==> config.mk <==
export PLATFORM = sky130hd
export DESIGN_NAME = ps2_host_tx_flat
export DESIGN_NICKNAME = d
export VERILOG_FILES = /design/src/rtl/ps2_pkg.sv /design/src/rtl/ps2_host_tx_if.sv /design/src/rtl/ps2_line_sync.sv /design/src/rtl/ps2_host_tx.sv /design/src/flat_wrapper.sv
export SDC_FILE = /design/constraint.sdc
export NUM_CORES = 1
export LEC_CHECK = 0
export BUFFER_PORTS_ARGS = -buffer_cell sky130_fd_sc_hd__buf_2
export CAP_MARGIN = 20
export CORE_MARGIN = 2
export CORE_UTILIZATION = 60
export DETAILED_ROUTE_END_ITERATION = 16
export GPL_ROUTABILITY_DRIVEN = 0
export PLACE_DENSITY = 0.81
export SLEW_MARGIN = 20
export SYNTH_ARGS = -nofsm -noshare
export SYNTH_HDL_FRONTEND = slang
export SYNTH_SLANG_ARGS = --single-unit
==> constraint.sdc <==
create_clock -name clk -period 2.46 [get_ports clk]
set_clock_uncertainty 0.2 [all_clocks]
set_input_delay 0.246 -clock clk [delete_from_list [all_inputs] [get_ports clk]]
set_output_delay 0.246 -clock clk [all_outputs]
set_load 0.01 [all_outputs]
==> src/rtl/ps2_pkg.sv <==
// ps2_pkg: shared PS/2 types, frame constants, command bytes and parity helper.
package ps2_pkg;
    typedef enum logic [2:0] {IDLE, INHIBIT, SHIFT, ACK, WAIT_IDLE, DONE} ps2_state_e;
    localparam int PS2_FRAME_BITS = 11;
    localparam logic [7:0] PS2_CMD_SET_LEDS = 8'hED;
    localparam logic [7:0] PS2_CMD_RESET = 8'hFF;
    function automatic logic odd_parity(input logic [7:0] d);
        return ~^d;
    endfunction
endpackage

==> src/rtl/ps2_host_tx_if.sv <==
// ps2_host_tx_if: command handshake and completion status for the PS/2 host transmitter.
interface ps2_host_tx_if;
    logic [7:0] tx_data;
    logic tx_valid, tx_ready, done, ack_err, busy;
    modport master (output tx_data, tx_valid, input tx_ready, done, ack_err, busy);
    modport slave (input tx_data, tx_valid, output tx_ready, done, ack_err, busy);
endinterface

==> src/rtl/ps2_line_sync.sv <==
// ps2_line_sync: two-flop synchronizer for PS/2 clock/data plus clock falling-edge pulse.
module ps2_line_sync (
    input  logic clk,
    input  logic reset_n,
    input  logic ps2_clk_in,
    input  logic ps2_data_in,
    output logic clk_s,
    output logic data_s,
    output logic clk_fall
);
    logic clk_m, data_m, clk_s_prev;
    // Idle PS/2 lines are high, so reset the chain high to avoid a false edge.
    always_ff @(posedge clk or negedge reset_n)
        if (!reset_n) {clk_m, clk_s, clk_s_prev, data_m, data_s} <= '1;
        else begin
            {clk_s_prev, clk_s, clk_m} <= {clk_s, clk_m, ps2_clk_in};
            {data_s, data_m} <= {data_m, ps2_data_in};
        end
    assign clk_fall = clk_s_prev & ~clk_s;
endmodule

==> src/rtl/ps2_host_tx.sv <==
// ps2_host_tx: PS/2 host-to-device command transmitter with odd parity and ACK check.
// Optional SHIFT/ACK timeout is built in when PS2_HOST_TX_TIMEOUT_EN is defined.
module ps2_host_tx
    import ps2_pkg::*;
#(
    parameter int INHIBIT_CYCLES = 5000,
    parameter int TIMEOUT_CYCLES = 750000
) (
    input  logic         clk,
    input  logic         reset_n,
    ps2_host_tx_if.slave bus,
    input  logic         ps2_clk_in,
    input  logic         ps2_data_in,
    output logic         ps2_clk_oe,
    output logic         ps2_data_oe
);
    ps2_state_e state;
    logic [31:0] cnt;
    logic [3:0] n;
    logic [9:0] frame;
    logic nack, clk_s, data_s, clk_fall;
    ps2_line_sync u_sync (
        .clk(clk),
        .reset_n(reset_n),
        .ps2_clk_in(ps2_clk_in),
        .ps2_data_in(ps2_data_in),
        .clk_s(clk_s),
        .data_s(data_s),
        .clk_fall(clk_fall)
    );
    assign bus.busy = ~bus.tx_ready;
    // frame holds {stop, parity, data}; edge n+1 drives ~frame[n] onto the data enable.
    always_ff @(posedge clk or negedge reset_n)
        if (!reset_n) begin
            state <= IDLE;
            cnt <= '0;
            n <= '0;
            frame <= '0;
            nack <= 1'b0;
            ps2_clk_oe <= 1'b0;
            ps2_data_oe <= 1'b0;
            bus.tx_ready <= 1'b1;
            bus.done <= 1'b0;
            bus.ack_err <= 1'b0;
        end else begin
            bus.done <= 1'b0;
            case (state)
                IDLE: if (bus.tx_valid) begin
                    frame <= {1'b1, odd_parity(bus.tx_data), bus.tx_data};
                    bus.tx_ready <= 1'b0;
                    bus.ack_err <= 1'b0;
                    ps2_clk_oe <= 1'b1;
                    ps2_data_oe <= INHIBIT_CYCLES == 1;
                    cnt <= '0;
                    state <= INHIBIT;
                end
                INHIBIT: begin
                    cnt <= cnt + 32'd1;
                    if (cnt == 32'(INHIBIT_CYCLES - 2)) ps2_data_oe <= 1'b1;
                    if (cnt == 32'(INHIBIT_CYCLES - 1)) begin
                        ps2_clk_oe <= 1'b0;
                        cnt <= '0;
                        n <= '0;
                        state <= SHIFT;
                    end
                end
                SHIFT: if (clk_fall) begin
                    n <= n + 4'd1;
                    ps2_data_oe <= ~frame[n];
                    if (n == 4'(PS2_FRAME_BITS - 2)) state <= ACK;
                end
                ACK: if (clk_fall) begin
                    nack <= data_s;
                    state <= WAIT_IDLE;
                end
                WAIT_IDLE: if (clk_s && data_s) begin
                    bus.done <= 1'b1;
                    bus.ack_err <= nack;
                    state <= DONE;
                end
                DONE: begin
                    bus.tx_ready <= 1'b1;
                    state <= IDLE;
                end
                default: state <= IDLE;
            endcase
`ifdef PS2_HOST_TX_TIMEOUT_EN
            if (state == SHIFT || state == ACK) begin
                cnt <= cnt + 32'd1;
                if (cnt == 32'(TIMEOUT_CYCLES - 1)) begin
                    ps2_clk_oe <= 1'b0;
                    ps2_data_oe <= 1'b0;
                    bus.ack_err <= 1'b1;
                    bus.done <= 1'b1;
                    state <= DONE;
                end
            end
`endif
        end
`ifndef PS2_HOST_TX_TIMEOUT_EN
    logic unused_timeout;
    assign unused_timeout = |TIMEOUT_CYCLES;
`endif
endmodule

==> src/flat_wrapper.sv <==
// flat-port wrapper written by rule: the top's interface ports become plain ports
module ps2_host_tx_flat import ps2_pkg::*;
#(
    parameter int INHIBIT_CYCLES = 5000,
    parameter int TIMEOUT_CYCLES = 750000
)
  (clk, reset_n, ps2_clk_in, ps2_data_in, ps2_clk_oe, ps2_data_oe, bus_tx_data, bus_tx_valid, bus_tx_ready, bus_done, bus_ack_err, bus_busy);
  ps2_host_tx_if bus_i ();
  input  logic clk;
  input  logic reset_n;
  input  logic ps2_clk_in;
  input  logic ps2_data_in;
  output logic ps2_clk_oe;
  output logic ps2_data_oe;
  input wire logic [$bits(bus_i.tx_data)-1:0] bus_tx_data;
  input wire logic [$bits(bus_i.tx_valid)-1:0] bus_tx_valid;
  output wire logic [$bits(bus_i.tx_ready)-1:0] bus_tx_ready;
  output wire logic [$bits(bus_i.done)-1:0] bus_done;
  output wire logic [$bits(bus_i.ack_err)-1:0] bus_ack_err;
  output wire logic [$bits(bus_i.busy)-1:0] bus_busy;
  assign bus_i.tx_data = bus_tx_data;
  assign bus_i.tx_valid = bus_tx_valid;
  assign bus_tx_ready = bus_i.tx_ready;
  assign bus_done = bus_i.done;
  assign bus_ack_err = bus_i.ack_err;
  assign bus_busy = bus_i.busy;
  ps2_host_tx #(.INHIBIT_CYCLES(INHIBIT_CYCLES), .TIMEOUT_CYCLES(TIMEOUT_CYCLES)) u_core (.clk(clk), .reset_n(reset_n), .bus(bus_i), .ps2_clk_in(ps2_clk_in), .ps2_data_in(ps2_data_in), .ps2_clk_oe(ps2_clk_oe), .ps2_data_oe(ps2_data_oe));
endmodule
==> run metrics <==
Critical Path Start Type=register; Non-Filler Instances=480; final net count=420; CTS tree=built; Finished Cell Area=0.00393 mm^2; Async SR Flop Fraction=100%; DR pass1 iterations=5; sequential area share after synthesis=44.2%; via/cell ratio=6.46; Iteration-0 DRC Markers=323; Simple-Gate Fraction of Synth Area=27.8%; Synth area leader=dfrtp_1; dpl hpwl=5350 um; WP data arrival=2390 ps; Area contributors post-synth=dfrtp_1 (40%), nand2_1 (5.2%), dfstp_2 (4.6%), nand3_1 (3.8%), mux2_2 (3.3%); Max Fanout on Critical Path=8; Chip Width=79.4 um; type of the worst setup path=register to register; Root Driver=clkbuf_8; Synth top area share=39.6%; first-pass GRT wire length=14400 um; standby leakage power=1.66 nW; mux share of post-synthesis cell area=6.38%; H-tree levels=3; EDFF count, synth=0; largest family of logic cells by synthesized area=simple AND/OR/NAND/NOR gates; Area after DPL=0.00362 mm^2; Synth Warn #=0; die height=79.4 um; dpl cells=453; IO Port Bufs=18; Post-CTS Setup Bufs=0; Layout area overhead=15.0%; Synth Flop Type=dfrtp_1; Post-Synth XOR/XNOR Area=2.05%; clk_lat worst skew=350 ps; largest net degree at the start of global routing=61; HP Class=input pin to register; Slew headroom=49.6%; Mapped Cells=370; final hold vios=0; Max-cap violations=0; syn_nets=387; initial antenna violation count=0; Critical Path End Type=register; clock-pin slew on the worst setup and hold paths=70 ps; setup TNS=0 ps; worst slew pin tran=756 ps; count of cell types in the netlist=55; CP required=2530 ps; Yosys reg bits=60; Max IR drop VDD=0.486 mV; die area=0.00631 mm^2; FMAX=431 MHz; FP Rows=27; vias in the first global route=2923; Mean Syn Cell Area=9.22 um^2; Clock Tree Buf Depth=2; Routed wire per std cell=18.0 um; Synth Area in Compound Gates=13.9%; status=finished clean; I/O pin count=19; Num CTS Buffers=9; part of the cycle the worst path needs=94.3%; Pwr Density=492 mW/mm^2; fill cell count=399; Post-Synth Adder-Cell Area=1.47%; diode count=0; clock sink count=60; DRC errors left=0; RSZ-0062 raised after global routing=false; share of post-route cells with drive strength above 1=19.1%; Final ANT Viol Nets=0; GRT Util Overall=29.9%; setup violators final=0; post-route minimum period=2320 ps; Initial Util=62.0%; global route overflow=0; vias=3099; max-slew violations=0; WL final=8630 um; Mapped Area=0.00341 mm^2; Core ar.=0.00551 mm^2
## cell type report
class,instances,area [um^2],area share [%]
multi-input cells,275,1770,45.1
clock inverters,1,5.00,0.128
well taps,72,90.1,2.30
clock buffers,15,186,4.75
inverters,12,45.0,1.15
repair buffers,45,320,8.16
flip-flops and latches,60,1510,38.4
## sequential cells by signal, indices dropped and copies added, names as in the netlist
name	flops
u_core.u_sync.data_s	1
u_core.ps2_data_oe	1
u_core.u_sync.data_m	1
u_core.u_sync.clk_s	1
u_core.u_sync.clk_m	1
u_core.ps2_clk_oe	1
u_core.bus.ack_err	1
u_core.state	3
u_core.u_sync.clk_s_prev	1
u_core.n	4
u_core.nack	1
u_core.cnt	32
u_core.frame	10
u_core.bus.done	1
u_core.bus.tx_ready	1
## worst max-delay path: stages (launching register included)
cell,delay [ps]
dfrtp_1,480
nand4_2,190
or3_4,400
or4_4,490
or3b_1,360
mux2i_1,120
## worst paths after layout
path / cells after the start / start / to / slack (ps)
max: 5 / u_core.cnt[5] / u_core.cnt[21] / 140
min: 4 / bus_tx_valid / u_core.bus.tx_ready / 140
max reg2reg: 5 / u_core.cnt[5] / u_core.cnt[21] / 140
min reg2reg: 0 / u_core.u_sync.data_m / u_core.u_sync.data_s / 160
max in group asynchronous: 3 / reset_n / u_core.cnt[26] / 1170
min in group asynchronous: 3 / reset_n / u_core.cnt[9] / 380
## cell families after synthesis
logic type,count (synthesis)
flops,60
fa+ha+maj,4
compound gates,72
simple gates,173
xor+xnor,8
buf+inv,35
mux,18
## synth_stat cells, types with 2 or more instances
library cell  instances
o21ai_0              17
nor2_1               21
nand4_1              15
nand2_1              47
o211ai_1              3
ha_1                  4
and4_1                6
a31oi_1              11
xnor2_1               7
a21oi_1              11
nor4_1                7
o31ai_1               7
nand3_1              26
nand2b_1              5
nor3b_1               2
clkbuf_1             18
mux4_2                2
or3_1                 8
a32oi_1               3
nor3_1                5
and3_1                5
a41oi_1               3
dfstp_2               6
o41ai_1               2
dfrtp_1              54
buf_2                 3
nor4b_1               6
a2bb2oi_1             4
a21o_1                2
inv_1                12
o22ai_1               3
mux2_2               10
and2_1                5
o311ai_0              2
mux2i_1               6
or4b_1                2
or3b_2                2
## per-stage QoR
stage	worst slack, ps	hold WS [ps]	utilization [%]	total power [mW]
2_1_floorplan	316	-250	-	1.04
3_3_place_gp	240	149	65.8	1.07
3_5_place_dp	188	148	65.8	1.07
4_1_cts	160	116	71.3	1.94
5_1_grt	26.0	163	71.3	2.00
6_report	141	142	71.3	1.93
## cell usage in the layout, fill, tap and decap left out, types with 4 or more instances in the layout
master,count
dfrtp_1,54
ha_1,4
xnor2_1,7
nand2_1,47
a2bb2oi_1,4
nand3_1,26
and2_1,5
nor4b_1,6
a21oi_1,11
or3_1,8
nand2b_1,5
mux2i_1,6
a31oi_1,11
nor2_1,21
dfstp_2,6
buf_2,18
nor4_1,7
buf_4,16
nor3_1,5
and3_1,5
and4_1,6
o31ai_1,7
nand4_1,15
dlygate4sd3_1,11
mux2_2,10
o21ai_0,17
clkbuf_8,13
inv_1,12
## timing repair
action / 4_1_cts / 5_1_grt
hold buffers: 11 / 0
endpoints found under the hold margin: 64 / 0
gates resized for setup: 0 / 0
## metal layers
layer | track usage, % | up-vias | routed length (um)
met5 | 0 | - | 0
met3 | 5.32 | 26 | 548
met2 | 52.2 | 148 | 4450
met1 | 36.2 | 1478 | 3410
li1 | - | 1447 | -
met4 | 13.4 | 0 | 222
## power by group
group | internal (mW) | total (mW) | switching (mW) | leakage, nW
Sequential | 0.994 | 0.997 | 0.00227 | 0.750
Clock | 0.475 | 0.859 | 0.384 | 0.0997
Combinational | 0.0336 | 0.0765 | 0.0429 | 0.805
Total | 1.50 | 1.93 | 0.429 | 1.66
Note: power is estimated with default switching activity, not from simulation.
